[src/rtl/fwd_ctrl.sv]
// -----------------------------------------------------------------------------
// fwd_ctrl - operand forwarding and load-use hazard control for a 5-stage pipe.
//
// Keeps a two-entry history (EX slot, MEM slot) of the instructions that left
// decode. From that history it chooses where each ALU operand comes from and
// requests a one-cycle stall when a load in EX feeds the instruction in decode.
//
// Ports
//   clk           rising-edge clock
//   rst_n         asynchronous active-low reset
//   id_valid      decode stage holds a real instruction
//   id_rs1/id_rs2 source register addresses (AW bits)
//   id_imm_b      operand B comes from the immediate
//   id_rd         destination register address (AW bits)
//   id_wen        instruction writes id_rd
//   id_load       instruction is a load
//   freeze        external pipeline hold (both slots keep their contents)
//   flush         kill the instruction entering EX
//   sel_a         operand-A select: 0 regfile, 1 EX result, 2 MEM result
//   sel_b         operand-B select: as sel_a, plus 3 immediate
//   hazard_stall  load-use stall request to fetch/decode
//   stall_cnt     saturating count of stall cycles (CW bits)
// -----------------------------------------------------------------------------
module fwd_ctrl #(
    parameter int AW = 5,
    parameter int CW = 16
) (
    input  logic          clk,
    input  logic          rst_n,
    input  logic          id_valid,
    input  logic [AW-1:0] id_rs1,
    input  logic [AW-1:0] id_rs2,
    input  logic          id_imm_b,
    input  logic [AW-1:0] id_rd,
    input  logic          id_wen,
    input  logic          id_load,
    input  logic          freeze,
    input  logic          flush,
    output logic [1:0]    sel_a,
    output logic [1:0]    sel_b,
    output logic          hazard_stall,
    output logic [CW-1:0] stall_cnt
);

    localparam logic [1:0] SEL_RF  = 2'd0;
    localparam logic [1:0] SEL_EX  = 2'd1;
    localparam logic [1:0] SEL_MEM = 2'd2;
    localparam logic [1:0] SEL_IMM = 2'd3;

    // A history slot supplies a source only if it really writes a non-zero
    // register with that address; r0 is hard-wired and never forwarded.
    function automatic logic slot_match(
        input logic          valid,
        input logic          wen,
        input logic [AW-1:0] rd,
        input logic [AW-1:0] rs
    );
        return valid & wen & (rd == rs) & (rd != {AW{1'b0}});
    endfunction

    // EX slot
    logic          ex_valid_r;
    logic [AW-1:0] ex_rd_r;
    logic          ex_wen_r;
    logic          ex_load_r;
    // MEM slot
    logic          mem_valid_r;
    logic [AW-1:0] mem_rd_r;
    logic          mem_wen_r;
    logic          mem_load_r;

    logic [CW-1:0] stall_cnt_r;

    logic ex_match_rs1_s;
    logic ex_match_rs2_s;
    logic mem_match_rs1_s;
    logic mem_match_rs2_s;
    logic hazard_s;

    // Source-versus-slot comparisons; these use only registered state and ID
    // inputs so freeze/flush never reach the select or stall outputs.
    always_comb begin
        ex_match_rs1_s  = slot_match(ex_valid_r,  ex_wen_r,  ex_rd_r,  id_rs1);
        ex_match_rs2_s  = slot_match(ex_valid_r,  ex_wen_r,  ex_rd_r,  id_rs2);
        mem_match_rs1_s = slot_match(mem_valid_r, mem_wen_r, mem_rd_r, id_rs1);
        mem_match_rs2_s = slot_match(mem_valid_r, mem_wen_r, mem_rd_r, id_rs2);
    end

    // Operand selects, EX has priority because it holds the younger value.
    always_comb begin
        sel_a = SEL_RF;
        sel_b = SEL_RF;
        if (ex_match_rs1_s) begin
            sel_a = SEL_EX;
        end else if (mem_match_rs1_s) begin
            sel_a = SEL_MEM;
        end else begin
            sel_a = SEL_RF;
        end
        if (id_imm_b) begin
            sel_b = SEL_IMM;
        end else if (ex_match_rs2_s) begin
            sel_b = SEL_EX;
        end else if (mem_match_rs2_s) begin
            sel_b = SEL_MEM;
        end else begin
            sel_b = SEL_RF;
        end
    end

    // Load-use hazard: a load result is not available until it reaches MEM,
    // so a consumer directly behind it must wait one cycle. An immediate
    // operand B does not read rs2 and therefore cannot cause a stall.
    always_comb begin
        hazard_s = id_valid & ex_load_r &
                   (ex_match_rs1_s | (~id_imm_b & ex_match_rs2_s));
    end

    assign hazard_stall = hazard_s;
    assign stall_cnt    = stall_cnt_r;

    // EX slot update: flush beats freeze beats normal advance; a stall turns
    // the incoming instruction into a bubble while decode holds it.
    always_ff @(posedge clk or negedge rst_n) begin
        if (!rst_n) begin
            ex_valid_r <= 1'b0;
            ex_rd_r    <= {AW{1'b0}};
            ex_wen_r   <= 1'b0;
            ex_load_r  <= 1'b0;
        end else if (flush) begin
            ex_valid_r <= 1'b0;
            ex_rd_r    <= {AW{1'b0}};
            ex_wen_r   <= 1'b0;
            ex_load_r  <= 1'b0;
        end else if (!freeze) begin
            ex_valid_r <= id_valid & ~hazard_s;
            ex_rd_r    <= id_rd;
            ex_wen_r   <= id_wen;
            ex_load_r  <= id_load;
        end else begin
            ex_valid_r <= ex_valid_r;
            ex_rd_r    <= ex_rd_r;
            ex_wen_r   <= ex_wen_r;
            ex_load_r  <= ex_load_r;
        end
    end

    // MEM slot update: takes the old EX contents unless the pipe is frozen.
    always_ff @(posedge clk or negedge rst_n) begin
        if (!rst_n) begin
            mem_valid_r <= 1'b0;
            mem_rd_r    <= {AW{1'b0}};
            mem_wen_r   <= 1'b0;
            mem_load_r  <= 1'b0;
        end else if (!freeze) begin
            mem_valid_r <= ex_valid_r;
            mem_rd_r    <= ex_rd_r;
            mem_wen_r   <= ex_wen_r;
            mem_load_r  <= ex_load_r;
        end else begin
            mem_valid_r <= mem_valid_r;
            mem_rd_r    <= mem_rd_r;
            mem_wen_r   <= mem_wen_r;
            mem_load_r  <= mem_load_r;
        end
    end

    // Stall statistics: frozen cycles are not counted, value sticks at all-ones.
    always_ff @(posedge clk or negedge rst_n) begin
        if (!rst_n) begin
            stall_cnt_r <= {CW{1'b0}};
        end else if (hazard_s && !freeze && (stall_cnt_r != {CW{1'b1}})) begin
            stall_cnt_r <= stall_cnt_r + {{(CW-1){1'b0}}, 1'b1};
        end else begin
            stall_cnt_r <= stall_cnt_r;
        end
    end

endmodule

[config.mk]
export PLATFORM = sky130hd
export DESIGN_NAME = fwd_ctrl
export DESIGN_NICKNAME = d
export VERILOG_FILES = /design/src/rtl/fwd_ctrl.sv
export SDC_FILE = /design/constraint.sdc
export NUM_CORES = 1
export LEC_CHECK = 0
export ABC_AREA = 1
export BUFFER_PORTS_ARGS = -buffer_cell sky130_fd_sc_hd__buf_2
export CELL_PAD_IN_SITES_DETAIL_PLACEMENT = 1
export CELL_PAD_IN_SITES_GLOBAL_PLACEMENT = 1
export CORE_ASPECT_RATIO = 1.2
export CORE_MARGIN = 3
export CORE_UTILIZATION = 41
export DETAILED_ROUTE_END_ITERATION = 8
export PLACE_DENSITY_LB_ADDON = 0.1
export SLEW_MARGIN = 15
export SYNTH_ARGS = -nofsm -noshare
export SYNTH_HDL_FRONTEND = slang
export SYNTH_SLANG_ARGS = --single-unit
[constraint.sdc]
create_clock -name clk -period 3.7 [get_ports clk]
set_input_delay 0.185 -clock clk [delete_from_list [all_inputs] [get_ports clk]]
set_output_delay 0.185 -clock clk [all_outputs]
set_load 0.005 [all_outputs]
# Word level (Yosys, flattened, before mapping)
# Index checks and enable logic that the tools add are counted.
[classes]
eq_ne = 6
order_cmp = 0
reduce_logical = 5
bitwise_logic = 17
div_mod_pow = 0
muxes = 13
add_sub_neg = 1
shift = 0
mul = 0
[op_table]
columns = ["op", "count"]
rows = [
  ["5-bit == test", 4],
  ["16-bit by 1-bit adder with 16-bit output (second input constant)", 1],
  ["16-bit inequality test (second input constant)", 1],
  ["1-bit bitwise AND", 14],
  ["2-bit two-way mux", 5],
  ["5-bit two-way mux", 2],
  ["5-bit nonzero test", 2],
  ["1-bit two-way mux", 6],
  ["1-bit logical AND", 2],
  ["2-bit by 1-bit inequality test with 1-bit output (second input constant)", 1],
  ["1-bit NOT", 2],
  ["1-bit zero test", 1],
  ["1-bit OR", 1],
]
[totals]
ram_bits = 0
mem_bits_ro = 0
ff_bits = 31
elab_cells = 50
latchBits = 0
memories = 0
out_inout_bits = 21

# Logic depth before layout (Yosys ltp)
[logic_depth]
depth_word = 10
mapped_depth = 11
depth_no_buf = 10

# Worst setup path after synthesis
# OpenSTA, ideal clock, no wires.
[synth_timing]
kind = "reg-to-reg"
startpoint = "register stall_cnt_r[0] (netlist: stall_cnt[0])"
endpoint = "register stall_cnt_r[0] (netlist: stall_cnt[0])"
slack_ns = 2.069
path_stages_with_launch = 11
t_arrival_ns = 1.513
setup_ns = 0.118
required_ns = 3.582
synth_period_minus_slack_ns = 1.631
cell_sequence = "dfrtp_1 > ha_1 > nand2_1 > nor2_1 > nand4_1 > nor2_2 > nor2_2 > nand3_4 > buf_8 > nand2_1 > nand2_1"
[synth_between]
elab_chain_cells = 2
[synth_rtl]
columns = ["item", "line_no", "rtl"]
rows = [
  ["start: declaration", "72", "logic [CW-1:0] stall_cnt_r;"],
  ["start signal: assignment", "171", "stall_cnt_r <= {CW{1'b0}};"],
  ["start signal: assignment", "173", "stall_cnt_r <= stall_cnt_r + {{(CW-1){1'b0}}, 1'b1};"],
  ["start signal: assignment", "175", "stall_cnt_r <= stall_cnt_r;"],
  ["branches (longest 2 deep; another with 16-bit by 1-bit adder with 16-bit output)", "-", ""],
]
# Several ways; the timed one is not identified.
# A chain may end at the register's enable or synchronous reset.

# Final worst setup path
[layout_timing]
startpoint = "register stall_cnt_r[0] (netlist: stall_cnt[0])"
endpoint = "register stall_cnt_r[4] (netlist: stall_cnt[4])"
# The elaborated chain is that of the path after synthesis.

==> results.json <==
{
  "outcome": "finished clean",
  "vias": 1941,
  "final_cell_mix": "nand2_1 (104), buf_2 (43), dfrtp_1 (31), inv_1 (23)",
  "coreArea_mm2": 0.00442,
  "worstSetupPathType": "register to register",
  "viasPerCell": 5.18,
  "grt_util_all_layers_pct": 20.2,
  "ant_nets": 0,
  "synth_edf_count": 0,
  "grt_pass1_vias": 1947,
  "reg2reg_setup_slack_ps": 1550,
  "yosys.area_share.simple_pct": 38.5,
  "drt_iter0_drc": 88,
  "clock_skew_ps": 3.22,
  "wl_per_cell_um": 14.1,
  "area_growth_pct": 17.1,
  "critical_path.slowest_cell": "nor2_2",
  "grt_overflow_total": 0,
  "worstHoldStart": "id_rd[1]",
  "start_util_pct": 44.2,
  "hold_viol_final": 0,
  "max_slew_margin_pct": 49.1,
  "ys_warn_count": 0,
  "setup-tns-final_ps": 0,
  "synthAdderAreaFrac_pct": 0.640,
  "die_h_um": 81.7,
  "grt_pass1_wl_um": 9200,
  "cts_root_buf": "clkbuf_8",
  "rsz0062_at_grt": "false",
  "die_x_um": 69.0,
  "leakagePower_nw": 1.19,
  "setup_viol": 0,
  "p_per_area_mw_per_mm2": 309,
  "required_ps": 3870,
  "port_buffers": 43,
  "cp-start-kind": "register",
  "drcViolationCount": 0,
  "holdPathEnd": "ex_rd_r[1]",
  "io_pins": 44,
  "clock_latency_ps": 280,
  "mostFrequentLayoutCell": "nand2_1",
  "ctsHtreeMaxLevel": 2,
  "r2r-end": "stall_cnt[4]",
  "antenna_found_initial": 0,
  "dieArea_mm2": 0.00564,
  "cp_common_cell": "nand2_1",
  "tightest_slew_ps": 762,
  "layout-drive-gt1-share_pct": 18.5,
  "drv_cap": 0,
  "ys_seq_elements": 31,
  "path_max_fanout": 17,
  "fmax_mhz": 465,
  "fin_crit_sh_pct": 58.1,
  "cts_tree": "yes",
  "synth_seq_area_share_pct": 39.7,
  "first_pass_iters": 4,
  "synth_xor_area_share_pct": 8.51,
  "cts_inserted_buffers": 5,
  "dp.final_hpwl_um": 4140,
  "fin_crit_ps": 2150,
  "synth_compound_area_share_pct": 5.12,
  "drv_slew": 0,
  "min_path_cells": 3,
  "gp_congestion": 0.836,
  "synth_top_family_by_area": "simple AND/OR/NAND/NOR gates",
  "clock_path_buffers": 2,
  "num_rows": 26,
  "synthArstFlopShare_pct": 100,
  "arrival_ps": 2320,
  "hold_path.class": "input pin to register",
  "insertedDiodeCount": 0,
  "setup.worst_path.end_class": "register",
  "synthMuxAreaShare_pct": 0,
  "synth_flop_cell": "dfrtp_1",
  "clk_pin_slew_ps": 70,
  "syn_area_mm2": 0.00196,
  "nets": 342,
  "routed_wl_um": 5310,
  "peakVddDrop_v": 0.000273,
  "avgSynthCellArea_um2": 7.14,
  "hold_slack_ps": 111,
  "reg2reg_from": "stall_cnt[0]",
  "numClockSinks": 31,
  "crit_chain": "ha_1 > nand2_1 > nor2_1 > nand4_1 > nor2_2 > nor2_2 > nand3_4 > nand2_1 > nand2_1",
  "grt_max_degree": 32,
  "reg2regPathDepth": 9,
  "syn_inst": 274,
  "cpPeakStageDelay_ps": 580,
  "synth_cell_types": 28,
  "synth_nets": 298
}
## Yosys cell counts (3+ instances only)
cell | instances | area [µm²]
dfrtp_1 | 31 | 776
inv_2 | 3 | 11.3
inv_1 | 23 | 86.3
xnor2_1 | 10 | 87.6
nand2_1 | 104 | 390
nand4_1 | 22 | 138
o21ai_0 | 13 | 65.1
nor3_1 | 3 | 15.0
xor2_1 | 9 | 78.8
nor2_1 | 22 | 82.6
a21oi_1 | 4 | 20.0
nor2_2 | 3 | 18.8
nand3_1 | 10 | 50.1
buf_2 | 3 | 15.0
## how the worst max path moves through the flow
stage / startpoint / end / slack (ps) / cells after the start
after floorplan: stall_cnt[0] / stall_cnt[0] / 2070 / 10
after global placement: stall_cnt[0] / stall_cnt[15] / 1650 / 9
after detailed placement: stall_cnt[0] / stall_cnt[4] / 1580 / 9
after CTS: stall_cnt[0] / stall_cnt[9] / 1550 / 9
after global routing: stall_cnt[0] / stall_cnt[4] / 1360 / 9
final: stall_cnt[0] / stall_cnt[4] / 1550 / 9
## routing by layer
| layer | wire (µm) | GRT usage (%) | share of wire [%] |
|---|---|---|---|
| met1 | 2590 | 27.6 | 49 |
| met2 | 2430 | 33.8 | 46 |
| met3 | 234 | 3.43 | 4.4 |
| met4 | 49 | 4.69 | 0.92 |
| met5 | 0 | 0 | 0 |
## worst max-delay path: cells and delay by family (launching register included)
kind,cells,cell delay [ps]
simple gates,8,1360
flops,1,420
fa+ha+maj,1,260
## kinds of logic after synthesis
| logic type | after synthesis |
|---|---|
| buf+inv | 34 |
| simple gates | 170 |
| fa+ha+maj | 1 |
| flops | 31 |
| compound gates | 19 |
| xor+xnor | 19 |
## power by group
part	total [mW]	internal, mW	switching [mW]
logic	0.0834	0.0304	0.0530
registers	0.361	0.350	0.0118
clock network	0.262	0.131	0.131
total	0.707	0.511	0.195
## metrics by stage
| step | setup WS [ps] | cells | power, mW | util, % | cell area (µm²) |
|---|---|---|---|---|---|
| 3_5_place_dp | 1580 | 366 | 0.452 | 49.6 | 2190 |
| 3_3_place_gp | 1650 | 366 | 0.448 | 49.6 | 2190 |
| 4_1_cts | 1550 | 375 | 0.717 | 51.8 | 2290 |
| 2_1_floorplan | 2070 | 274 | 0.413 | - | 1960 |
| 6_report | 1550 | 375 | 0.707 | 51.8 | 2290 |
| 5_1_grt | 1360 | 375 | 0.742 | 51.8 | 2290 |
## repair_timing
item | 4_1_cts | 5_1_grt
endpoints found under the hold margin | 31 | 0
gates resized for setup | 0 | 0
hold buffers | 1 | 0
setup buffers | 0 | 0
setup endpoints to repair | 0 | 0
## area by class of cell
| type | instances | area (µm²) |
|---|---|---|
| Clock buffer | 6 | 72.6 |
| Clock inverter | 2 | 12.5 |
| Fill cell | 620 | 2130 |
| Inverter | 27 | 101 |
| Multi-Input combinational cell | 209 | 1030 |
| Sequential cell | 31 | 776 |
| Tap cell | 56 | 70.1 |
| Timing Repair Buffer | 44 | 225 |
## state kept, by name, indices dropped and copies added, names as in the netlist
register,count
mem_rd_r,5
stall_cnt,16
ex_load_r,1
mem_valid_r,1
ex_valid_r,1
mem_wen_r,1
ex_wen_r,1
ex_rd_r,5
Note: power is estimated with default switching activity, not from simulation.
